$ cat src/rtl/trace_filter_pkg.sv
// Shared constants for the multi-rule trace filter: filter modes and default widths.
package trace_filter_pkg;

    localparam int DEF_INSTR_WIDTH = 32;
    localparam int DEF_NUM_RULES   = 4;
    localparam int DEF_CNT_WIDTH   = 32;

    localparam logic MODE_DENY  = 1'b0;
    localparam logic MODE_ALLOW = 1'b1;

    // In allowlist mode a miss drops the word, so no enabled rule means drop everything.
    function automatic logic classify_drop(input logic mode, input logic any_hit);
        return (mode == MODE_ALLOW) ? ~any_hit : any_hit;
    endfunction

endpackage

$ cat src/rtl/trace_filter_rule.sv
// One mask/match rule: holds enable, mask and match registers and compares the live instruction.
module trace_filter_rule #(
    parameter int INSTR_WIDTH = 32
) (
    input  logic                   clk,
    input  logic                   rst,
    input  logic                   wr_en,
    input  logic                   wr_enable,
    input  logic [INSTR_WIDTH-1:0] wr_mask,
    input  logic [INSTR_WIDTH-1:0] wr_match,
    input  logic [INSTR_WIDTH-1:0] instr,
    output logic                   hit
);

    logic                   enable_q;
    logic [INSTR_WIDTH-1:0] mask_q;
    logic [INSTR_WIDTH-1:0] match_q;

    always_ff @(posedge clk) begin
        if (rst) begin
            enable_q <= 1'b0;
            mask_q   <= '0;
            match_q  <= '0;
        end else if (wr_en) begin
            enable_q <= wr_enable;
            mask_q   <= wr_mask;
            match_q  <= wr_match;
        end
    end

    assign hit = enable_q && ((instr & mask_q) == (match_q & mask_q));

endmodule

$ cat src/rtl/multi_rule_trace_filter.sv
// Trace-word filter: classifies each accepted word against NUM_RULES mask/match rules,
// registers the verdict with a valid/ready output stage and keeps saturating statistics.
module multi_rule_trace_filter
    import trace_filter_pkg::*;
#(
    parameter int INSTR_WIDTH = DEF_INSTR_WIDTH,
    parameter int NUM_RULES   = DEF_NUM_RULES,
    parameter int CNT_WIDTH   = DEF_CNT_WIDTH,
    localparam int IDX_W      = (NUM_RULES > 1) ? $clog2(NUM_RULES) : 1
) (
    input  logic                   clk,
    input  logic                   rst,
    input  logic                   in_valid,
    output logic                   in_ready,
    input  logic [INSTR_WIDTH-1:0] instr,
    input  logic                   mode,
    input  logic                   cfg_wr_en,
    input  logic [IDX_W-1:0]       cfg_idx,
    input  logic                   cfg_enable,
    input  logic [INSTR_WIDTH-1:0] cfg_mask,
    input  logic [INSTR_WIDTH-1:0] cfg_match,
    input  logic                   cnt_clear,
    output logic                   out_valid,
    input  logic                   out_ready,
    output logic [INSTR_WIDTH-1:0] out_instr,
    output logic                   drop_instr,
    output logic [NUM_RULES-1:0]   rule_hit,
    output logic [CNT_WIDTH-1:0]   kept_count,
    output logic [CNT_WIDTH-1:0]   dropped_count
);

    logic [NUM_RULES-1:0] hit_now;
    logic                 drop_now;
    logic                 accept;

    // Indices at or beyond NUM_RULES match no rule and so write nothing.
    for (genvar i = 0; i < NUM_RULES; i++) begin : g_rule
        trace_filter_rule #(
            .INSTR_WIDTH(INSTR_WIDTH)
        ) u_rule (
            .clk      (clk),
            .rst      (rst),
            .wr_en    (cfg_wr_en && (cfg_idx == IDX_W'(i))),
            .wr_enable(cfg_enable),
            .wr_mask  (cfg_mask),
            .wr_match (cfg_match),
            .instr    (instr),
            .hit      (hit_now[i])
        );
    end

    assign drop_now = classify_drop(mode, |hit_now);
    assign in_ready = ~out_valid | out_ready;
    assign accept   = in_valid && in_ready;

    always_ff @(posedge clk) begin
        if (rst) begin
            out_valid  <= 1'b0;
            out_instr  <= '0;
            drop_instr <= 1'b0;
            rule_hit   <= '0;
        end else if (accept) begin
            out_valid  <= 1'b1;
            out_instr  <= instr;
            drop_instr <= drop_now;
            rule_hit   <= hit_now;
        end else if (out_ready) begin
            out_valid  <= 1'b0;
        end
    end

    always_ff @(posedge clk) begin
        if (rst || cnt_clear) begin
            kept_count    <= '0;
            dropped_count <= '0;
        end else if (accept) begin
            if (drop_now) begin
                if (dropped_count != '1) dropped_count <= dropped_count + 1'b1;
            end else begin
                if (kept_count != '1) kept_count <= kept_count + 1'b1;
            end
        end
    end

endmodule

$ cat config.mk
export PLATFORM = sky130hd
export DESIGN_NAME = multi_rule_trace_filter
export DESIGN_NICKNAME = d
export VERILOG_FILES = /design/src/rtl/trace_filter_pkg.sv /design/src/rtl/trace_filter_rule.sv /design/src/rtl/multi_rule_trace_filter.sv
export SDC_FILE = /design/constraint.sdc
export NUM_CORES = 1
export LEC_CHECK = 0
export ABC_CLOCK_PERIOD_IN_PS = 3850
export CORE_MARGIN = 1
export CORE_UTILIZATION = 45
export DETAILED_ROUTE_END_ITERATION = 12
export GPL_ROUTABILITY_DRIVEN = 0
export PLACE_DENSITY = 0.67
export SLEW_MARGIN = 20
export SYNTH_ARGS = -nofsm -noshare
export SYNTH_HDL_FRONTEND = slang
export SYNTH_SLANG_ARGS = --single-unit
$ cat constraint.sdc
create_clock -name clk -period 3.85 [get_ports clk]
set_input_delay 0.5775 -clock clk [delete_from_list [all_inputs] [get_ports clk]]
set_output_delay 0.5775 -clock clk [all_outputs]
set_load 0.1 [all_outputs]
==> impl_metrics.py <==
metrics = {
    "run_status": {
        "outcome": "finished, final reports clean",
    },
    "floorplanning": {
        "die_w_um": 187,
        "placementRows": 67,
        "coreArea_um2": 33700,
        "die_area_um2": 35100,
        "initial_core_util_pct": 45.9,
        "pin_count": 209,
        "die_height_um": 187,
    },
    "grt": {
        "antenna_found_initial": 0,
        "grt_max_degree": 153,
        "track_usage_pct": 28.3,
        "grt_remaining_overflow": 0,
        "grt_pass1_vias": 13300,
        "grt_pass1_wl_mm": 78.2,
    },
    "placed_design": {
        "portBuffers": 208,
        "place_area_um2": 18100,
        "place_hpwl_mm": 35.2,
    },
    "setup_path": {
        "critPathMaxStageDelay_ps": 590,
        "worstPathArrival_ps": 3940,
        "r2r-start": "g_rule[1].u_rule.match_q[24]",
        "crit_end": "dropped_count[13]",
        "startpoint": "instr[23]",
        "cp_max_fo": 45,
        "critPathRequiredTime_ps": 4300,
        "cpLargestDelayFamily": "simple AND/OR/NAND/NOR gates",
        "worst_setup_path_start_kind": "primary input",
        "critPathKind": "in2reg",
        "worstPathCellList": "clkdlybuf4s50_1, xor2_1, a22oi_1, nand4_1, nor4_1, nand2_1, and4_4, or3b_1, buf_12, or4_1, a21oi_1",
        "r2r_cells": 10,
        "end_kind": "flip-flop",
        "crit_buf_inv": 2,
        "cp_slowest_cell": "clkdlybuf4s50_1",
        "reg2reg_to": "dropped_count[13]",
        "cp.depth": 11,
        "reg2reg_slack_ps": 750,
    },
    "clock_network": {
        "cts-root-buf": "clkbuf_16",
        "clk_pin_slew_ps": 60,
        "holdBufCountCts": 0,
        "clockBufferDepth": 3,
        "clock_sinks": 362,
        "htreeDepth": 2,
        "cts_buffers": 39,
        "postCtsSetupBuffers": 0,
        "insertion_delay_ps": 540,
        "cts-resized-gates": 0,
        "cts_tree": "done",
    },
    "synth": {
        "yosys_warnings": 0,
        "async_reset_ff_share_pct": 0,
        "syn_inst": 1983,
        "ys_types": 51,
        "netlist_area_um2": 15500,
        "postSynthAreaPerCell_um2": 7.79,
        "ys_ff_latch": 362,
        "synth_fp_nets": 2091,
        "synth-edff-count": 0,
        "ys.flop_type": "dfxtp_1",
        "ys_seq_area_share_pct": 46.9,
    },
    "drt": {
        "drc": 0,
        "vias_per_cell": 5.59,
        "drt_pass1_iterations": 5,
        "wire_per_inst_um": 19.6,
        "drt-total-wl_mm": 51.2,
        "drtAntennaViolNets": 0,
        "drt_iter0_drc": 1377,
        "num_vias": 14600,
    },
    "sta": {
        "maxSlewHeadroom_pct": 24.9,
        "rsz0062_at_grt": "no",
        "slew_violations": 0,
        "fin_tns_setup_ps": 0,
        "post-route-period-util_pct": 90.7,
        "tightest_slew_ps": 1130,
        "skew_ps": 20.9,
        "period_minus_slack_ps": 3490,
        "finalSetupViolations": 0,
        "max_freq_ghz": 0.287,
        "hold_violations": 0,
        "hold_ws_ps": 438,
    },
    "pwr": {
        "vdd_ir_drop_max_mv": 0.299,
        "power_mw": 8.66,
        "leakage_nw": 6.92,
        "cellPowerDensity_nw_per_um2": 448,
    },
    "cells_and_area": {
        "drive_above_1_share_pct": 6.92,
        "nNetsFinal": 2251,
        "num_antenna_cells": 0,
        "design_area_um2": 19400,
        "utilization_pct": 57.4,
        "area_delta_synth_final_pct": 25.2,
    },
    "min_path": {
        "hp-class": "in2reg",
    },
    "flow_run": {
        "drv_cap": 0,
    },
}
## where the power goes
| part | switching (mW) | internal, mW | leakage, nW | total [mW] |
|---|---|---|---|---|
| combinational | 0.680 | 0.339 | 3.36 | 1.02 |
| clock | 1.54 | 2.18 | 0.620 | 3.72 |
| sequential | 0.0680 | 3.86 | 2.94 | 3.93 |
| total | 2.28 | 6.38 | 6.92 | 8.66 |
## cell usage in the layout (no fill, tap or decap), types with 9 or more instances in the layout
| cell type | instances |
|---|---|
| a21oi_1 | 335 |
| a22oi_1 | 57 |
| and3_1 | 21 |
| buf_12 | 9 |
| buf_4 | 63 |
| clkbuf_16 | 39 |
| clkdlybuf4s50_1 | 206 |
| dfxtp_1 | 362 |
| mux2i_1 | 14 |
| nand2_1 | 643 |
| nand3_1 | 31 |
| nand4_1 | 30 |
| nor2_1 | 27 |
| nor3_1 | 11 |
| o21ai_0 | 23 |
| o31ai_1 | 9 |
| or3_1 | 42 |
| or4_1 | 12 |
| xor2_1 | 128 |
## state kept, by name (all words and copies together), names as in the netlist
register                count
g_rule.u_rule.match_q     128
g_rule.u_rule.enable_q      4
g_rule.u_rule.mask_q      128
kept_count                 32
dropped_count              32
drop_instr                  1
out_instr                  32
out_valid                   1
rule_hit                    4
## through the flow
| stage | cells | worst slack, ps |
|---|---|---|
| finish | 2617 | 360 |
| CTS | 2617 | 400 |
| floorplan | 1983 | 342 |
| global route | 2617 | 245 |
| detailed placement | 2550 | -120 |
| global placement | 2550 | -59.8 |
## synth_stat cells (all sizes together) (6+ instances only)
master	instances	area (um^2)
nand2	644	2420
dfxtp	362	7250
a21oi	335	1680
xor2	128	1120
clkbuf	126	473
a22oi	57	428
or3	42	263
buf	34	188
nand3	32	160
nand4	30	188
nor2	28	105
o21ai	24	120
and3	22	138
mux2i	14	140
or4	12	90.1
nor3	11	55.1
o31ai	9	67.6
nor4	8	62.6
inv	6	22.5
nor3b	6	50.1
## worst min path at each step
| stage | startpoint | to | slack [ps] | cells past startpoint |
|---|---|---|---|---|
| 4_1_cts | rst | rule_hit[0] | 420 | 2 |
| 2_1_floorplan | g_rule[0].u_rule.mask_q[21] | g_rule[0].u_rule.mask_q[21] | 440 | 2 |
| 6_report | rst | rule_hit[0] | 440 | 2 |
| 5_1_grt | rst | rule_hit[0] | 440 | 2 |
| 3_5_place_dp | out_instr[23] | out_instr[23] | 450 | 2 |
| 3_3_place_gp | g_rule[0].u_rule.mask_q[13] | g_rule[0].u_rule.mask_q[13] | 440 | 2 |
## cells by family (layout without fill, tap and decap cells)
| family | count (synthesis) | count (layout) | synth area share [%] |
|---|---|---|---|
| adder cells (fa/ha/maj) | 2 | 2 | 0.162 |
| AND/OR/NAND/NOR | 856 | 856 | 23.9 |
| multiplexers | 14 | 14 | 0.907 |
| flip-flops | 362 | 362 | 46.9 |
| XOR/XNOR | 130 | 130 | 7.37 |
| buffers and inverters | 166 | 352 | 4.42 |
| AO/OA/AOI/OAI | 453 | 453 | 16.4 |
## per-layer routing
metal | global-route usage [%] | vias up | wire length [um]
met1 | 39.7 | 6938 | 22500
met5 | 0 | - | 0
met2 | 44.7 | 627 | 23400
li1 | - | 6991 | -
met4 | 9.05 | 0 | 1430
met3 | 3.94 | 71 | 3930
## final cells by class
class / instances / area, um^2
Multi-Input combinational cell: 1455 / 7550
Clock buffer: 53 / 1090
Timing Repair Buffer: 279 / 2730
Clock inverter: 14 / 156
Inverter: 6 / 22.5
Tap cell: 448 / 561
Fill cell: 3049 / 14300
Sequential cell: 362 / 7250
Power figures use the tool's default switching activity.
